--- src/rtl/lv1_bus_port_arbiter.sv ---
// Round-robin arbiter that funnels a core's lv1 request channels onto the single
// lv1-lv2 bus request, with one-hot channel grants and a sticky grant-hold watchdog.
module lv1_bus_port_arbiter #(
  parameter int NUM_CH   = 2,
  parameter int CH_WID   = 1,
  parameter int MAX_HOLD = 64,
  parameter int HOLD_WID = 8
) (
  input  logic              clk,
  input  logic              rst,
  input  logic [NUM_CH-1:0] ch_req,
  input  logic [NUM_CH-1:0] ch_done,
  output logic [NUM_CH-1:0] ch_gnt,
  output logic              bus_lv1_lv2_req_proc,
  input  logic              bus_lv1_lv2_gnt_proc,
  output logic [CH_WID-1:0] owner,
  output logic              busy,
  output logic              hold_timeout
);

  typedef enum logic [1:0] {IDLE, REQ, GRANT, RELEASE} state_t;

  state_t              state_reg;
  logic [CH_WID-1:0]   rr_ptr_reg;
  logic [HOLD_WID-1:0] hold_cnt_reg;

  logic [CH_WID-1:0]   owner_inc;
  logic [CH_WID-1:0]   arb_ptr;
  logic [CH_WID-1:0]   cand_idx [NUM_CH];
  logic [NUM_CH-1:0]   cand_hit;
  logic [NUM_CH-1:0]   owner_hot;
  logic [CH_WID-1:0]   pick_idx;
  logic [HOLD_WID-1:0] hold_inc;
  logic                any_req;
  logic                owner_req;
  logic                owner_done;

  assign owner_inc  = (owner == CH_WID'(NUM_CH - 1)) ? '0 : owner + CH_WID'(1);
  // In RELEASE the pointer update and the next pick happen in the same cycle.
  assign arb_ptr    = (state_reg == RELEASE) ? owner_inc : rr_ptr_reg;
  assign any_req    = |ch_req;
  assign owner_req  = ch_req[owner];
  assign owner_done = ch_done[owner];
  assign hold_inc   = (&hold_cnt_reg) ? hold_cnt_reg : hold_cnt_reg + HOLD_WID'(1);

  // Candidate gi is the channel gi places after the pointer, wrapping modulo NUM_CH.
  for (genvar gi = 0; gi < NUM_CH; gi++) begin : g_rot
    logic [CH_WID:0] sum;
    assign sum          = {1'b0, arb_ptr} + (CH_WID+1)'(gi);
    assign cand_idx[gi] = (sum >= (CH_WID+1)'(NUM_CH)) ? CH_WID'(sum - (CH_WID+1)'(NUM_CH))
                                                       : sum[CH_WID-1:0];
    assign cand_hit[gi]  = ch_req[cand_idx[gi]];
    assign owner_hot[gi] = (owner == CH_WID'(gi));
  end

  always_comb begin
    pick_idx = cand_idx[0];
    for (int i = NUM_CH - 1; i >= 0; i--) begin
      if (cand_hit[i]) pick_idx = cand_idx[i];
    end
  end

  always_ff @(posedge clk or posedge rst) begin
    if (rst) begin
      state_reg            <= IDLE;
      rr_ptr_reg           <= '0;
      hold_cnt_reg         <= '0;
      ch_gnt               <= '0;
      bus_lv1_lv2_req_proc <= 1'b0;
      owner                <= '0;
      busy                 <= 1'b0;
      hold_timeout         <= 1'b0;
    end else begin
      case (state_reg)
        IDLE: begin
          if (any_req) begin
            owner                <= pick_idx;
            bus_lv1_lv2_req_proc <= 1'b1;
            busy                 <= 1'b1;
            state_reg            <= REQ;
          end
        end
        REQ: begin
          if (!owner_req) begin
            bus_lv1_lv2_req_proc <= 1'b0;
            state_reg            <= RELEASE;
          end else if (bus_lv1_lv2_gnt_proc) begin
            ch_gnt    <= owner_hot;
            state_reg <= GRANT;
          end
        end
        GRANT: begin
          hold_cnt_reg <= hold_inc;
          if (hold_inc >= HOLD_WID'(MAX_HOLD)) hold_timeout <= 1'b1;
          // Done, withdrawal and revocation all collapse into a single release.
          if (owner_done || !owner_req || !bus_lv1_lv2_gnt_proc) begin
            ch_gnt               <= '0;
            bus_lv1_lv2_req_proc <= 1'b0;
            state_reg            <= RELEASE;
          end
        end
        RELEASE: begin
          rr_ptr_reg   <= owner_inc;
          hold_cnt_reg <= '0;
          if (any_req) begin
            owner                <= pick_idx;
            bus_lv1_lv2_req_proc <= 1'b1;
            state_reg            <= REQ;
          end else begin
            busy      <= 1'b0;
            state_reg <= IDLE;
          end
        end
        default: state_reg <= IDLE;
      endcase
    end
  end

endmodule

--- config.mk ---
export PLATFORM = sky130hd
export DESIGN_NAME = lv1_bus_port_arbiter
export DESIGN_NICKNAME = d
export VERILOG_FILES = /design/src/rtl/lv1_bus_port_arbiter.sv
export SDC_FILE = /design/constraint.sdc
export NUM_CORES = 1
export LEC_CHECK = 0
export ABC_AREA = 1
export BUFFER_PORTS_ARGS = -buffer_cell sky130_fd_sc_hd__clkbuf_2
export CAP_MARGIN = 20
export CORE_UTILIZATION = 53
export CTS_BUF_LIST = sky130_fd_sc_hd__clkbuf_4
export CTS_CLUSTER_DIAMETER = 150
export DETAILED_ROUTE_END_ITERATION = 10
export GPL_ROUTABILITY_DRIVEN = 0
export HOLD_SLACK_MARGIN = 0.08
export PLACE_DENSITY_LB_ADDON = 0.1
export SLEW_MARGIN = 25
export SYNTH_ARGS = -nofsm -noshare
export SYNTH_HDL_FRONTEND = slang
export SYNTH_SLANG_ARGS = --single-unit
--- constraint.sdc ---
create_clock -name clk -period 1.1 [get_ports clk]
set_input_delay 0.165 -clock clk [delete_from_list [all_inputs] [get_ports clk]]
set_output_delay 0.165 -clock clk [all_outputs]
set_load 0.1 [all_outputs]
==> summary.md <==
| Metric | Value |
|---|---|
| Synth Register Bits | `17` |
| Family with the most delay on the worst path | `simple AND/OR/NAND/NOR gates` |
| PD cells | `just under 3000 mW/mm²` |
| Synth area leader | `dfrtp_1` |
| # IOs | `13` |
| Setup Viol. Count Final | `18` |
| Async set-reset flop share out of synthesis | `1.00` |
| Root Buffer | `clkbuf_4` |
| DIE AREA | `between 0.002 and 0.0025 mm²` |
| Seq/Total Area, Yosys | `0.391` |
| Final instance area | `between 0.0015 and 0.002 mm²` |
| Global route total overflow | `0` |
| Top FF cell, synth | `dfrtp_1` |
| Syn Inst Count | `roughly 150` |
| Iteration-0 DRC Markers | `41` |
| Setup CP Type | `reg2reg` |
| Worst-path maximum fanout | `4` |
| Most used cell, CP | `nand2_2` |
| GRT Overall Usage | `0.284` |
| First-pass GRT wire length | `~4.4 mm` |
| Post-DP Area | `0.00152 mm²` |
| # DRC | `0` |
| WP data arrival | `around 1.6 ns` |
| Vias in the first global route | `roughly 1,100` |
| Initial antenna violation count | `0` |
| Total core area | `0.00194 mm²` |
| Avg WL per Cell | `15.9 µm` |
| Drt via density | `between 5 and 6` |
| Worst-path clk slew | `roughly 0.12 ns` |
| Startpoint types | `flop` |
| Drt total wl | `3.52 mm` |
| GR peak layer | `met2` |
| Worst hold slack | `roughly 0.15 ns` |
| Met2 usage | `0.553` |
| Vias | `1,218` |
| Post-synth cell types | `24` |
| Final nets | `a little over 200` |
| DP Worst Slack | `-0.249 ns` |
| Antenna Cells | `0` |
| CTS buffer count | `3` |
| Synth-to-Final Area Change | `61.6%` |
| Clock latency on the worst-skew pair | `approximately 0.30 ns` |
| Relative slew slack | `0.818` |
| Max reg flops | `8` |
| Worst setup margin | `-0.316 ns` |
| Die span in y | `between 40 and 50 µm` |
| Critical path endpoint category | `flop` |
| CTS tree | `built` |
| Top cells by area, synth | `dfrtp_1 39%, nand2_1 13%, inv_1 7.6%` |
| Pleak | `between 0.8 and 0.9 nW` |
| CP Data Required Time | `1.33 ns` |
| Bufs and invs on worst path | `1` |
| Drt first pass iters | `4` |
| Antenna-violating nets left | `0` |
| Bufs on Longest Clock Path | `2` |
| Initial Util | `0.560` |
| Critical-path cell list | `inv_2 > ha_4 > nand2_2 > nor2_2 > nand3_2 > nand2_2 > nand2_1 > o21ai_1` |
| Hold crit path type | `in2reg` |
| Avg Inst Size Synth | `7.30 µm²` |
| Max_cap viols | `0` |
| Fraction of layout instances using a drive strength above 1 | `0.541` |
| Post-Syn Area | `~0.0011 mm²` |
| Max Clk Rate | `~710 MHz` |
| Final Max Slew Viols | `0` |
| Setup Skew | `~0.0091 ns` |
| Utilization after layout | `0.905` |
| Yosys top cell area share | `0.391` |
| CP peak stage delay | `between 0.4 and 0.5 ns` |
| Final Hold Fails | `0` |
| Clock H-tree levels | `1` |
| Unrepaired setup endpoints after global routing | `true` |
| Die X | `around 47 µm` |
| Post-DP HPWL | `about 2.0 mm` |
| Worst slew pin tran | `between 0.2 and 0.3 ns` |
| VDD IR max | `approximately 0.0030 V` |
| Failing checks | `negative setup slack` |
| EDFF count, synth | `0` |
| Met1 GRT Util | `0.301` |
| Crit share post-route | `1.29` |
| Slowest-stage cell, CP | `dfrtp_2` |
| Syn Nets | `between 150 and 200` |
| Row cnt | `16` |
| Final min period | `~1.4 ns` |
| PortBufs | `12` |
| Largest net degree at the start of global routing | `13` |
| Yosys warning count | `0` |
| Met3 Use GR | `0.0385` |
| Status | `finished, violations left` |
| Clk sinks | `17` |
==> kinds of logic after synthesis <==
logic type	share of synthesized area
adder cells (fa/ha/maj)	0.0575
flip-flops	0.391
AND/OR/NAND/NOR	0.360
buffers and inverters	0.0967
AO/OA/AOI/OAI	0.0944
==> Yosys cell counts, types with 2 or more instances <==
master / number
a21oi_1: 3
a31oi_1: 3
dfrtp_1: 17
ha_1: 5
inv_1: 22
nand2_1: 39
nand2_2: 6
nand2_4: 2
nand3_1: 10
nand4_1: 4
nor2_1: 18
o21ai_0: 7
o21ai_1: 2
==> worst register-to-register path, stage by stage, from the launching register on <==
cell     delay, ns
dfrtp_2       0.49
inv_2         0.10
ha_4          0.18
nand2_2       0.06
nor2_2        0.09
nand3_2       0.13
nand2_2       0.14
nand2_1       0.07
o21ai_1       0.09
==> layout by cell type, fill, tap and decap left out <==
master,count
dfrtp_2,3
nor2_2,4
buf_4,19
nor2_1,11
dlygate4sd3_1,1
buf_6,8
ha_2,1
a21oi_1,1
nor2_4,5
nor3_2,2
nand2_4,4
nand2_2,17
nand2_1,27
buf_12,8
nand3_2,7
nand3_1,4
inv_1,14
ha_4,4
inv_4,1
o21ai_1,7
nand4_1,4
o21bai_1,1
clkbuf_4,3
inv_6,1
o211ai_1,1
clkbuf_2,6
a31oi_1,3
inv_2,7
clkinv_2,1
dfrtp_4,1
o21ai_0,2
a21oi_2,3
dfrtp_1,13
==> layout make-up <==
class / count / area, µm²
Tap cell: 27 / 33.8
Sequential cell: 17 / 433
Fill cell: 86 / 185
Multi-Input combinational cell: 108 / 736
Inverter: 23 / 93.8
Clock buffer: 3 / 22.5
Clock inverter: 1 / 5.00
Timing Repair Buffer: 42 / 433
==> worst paths after layout <==
kind	start	to	slack (ns)	depth (start not counted)
max in group asynchronous	rst	state_reg[1]$_DFFE_PP0P_	0.43	4
min reg2reg	hold_timeout$_DFFE_PP0P_	hold_timeout$_DFFE_PP0P_	0.57	2
min in group asynchronous	rst	owner$_DFFE_PP0P_	0.32	3
max reg2reg	state_reg[0]$_DFFE_PP0P_	state_reg[0]$_DFFE_PP0P_	-0.32	8
min	ch_req[1]	owner$_DFFE_PP0P_	0.15	3
max	state_reg[0]$_DFFE_PP0P_	state_reg[0]$_DFFE_PP0P_	-0.32	8
==> power by group <==
part           internal, mW  switching (mW)
Combinational          1.62            2.08
Clock                 0.135           0.224
Sequential            0.857           0.287
Total                  2.61            2.59
==> metrics by stage <==
step	setup TNS (ns)	cells	total power, mW
6_report	-3.73	221	5.20
5_1_grt	-4.66	221	5.43
4_1_cts	-2.73	218	4.64
3_5_place_dp	-2.61	210	4.10
3_3_place_gp	-2.10	210	4.02
2_1_floorplan	-1.67	149	2.96
==> routing by layer <==
metal  share of wire  vias to the layer above
met5               0                        -
met4           0.034                        0
met3           0.030                       16
met2            0.53                       33
met1            0.41                      599
li1                -                      570
==> repair_timing <==
action	4_1_cts	5_1_grt
endpoints found under the hold margin	17	0
endpoints found under the setup margin	17	22
hold buffers	1	0
gates resized for setup	16	29
cloned	1	0
setup buffers	2	3
pin swaps	7	14
Power figures use the tool's default switching activity.
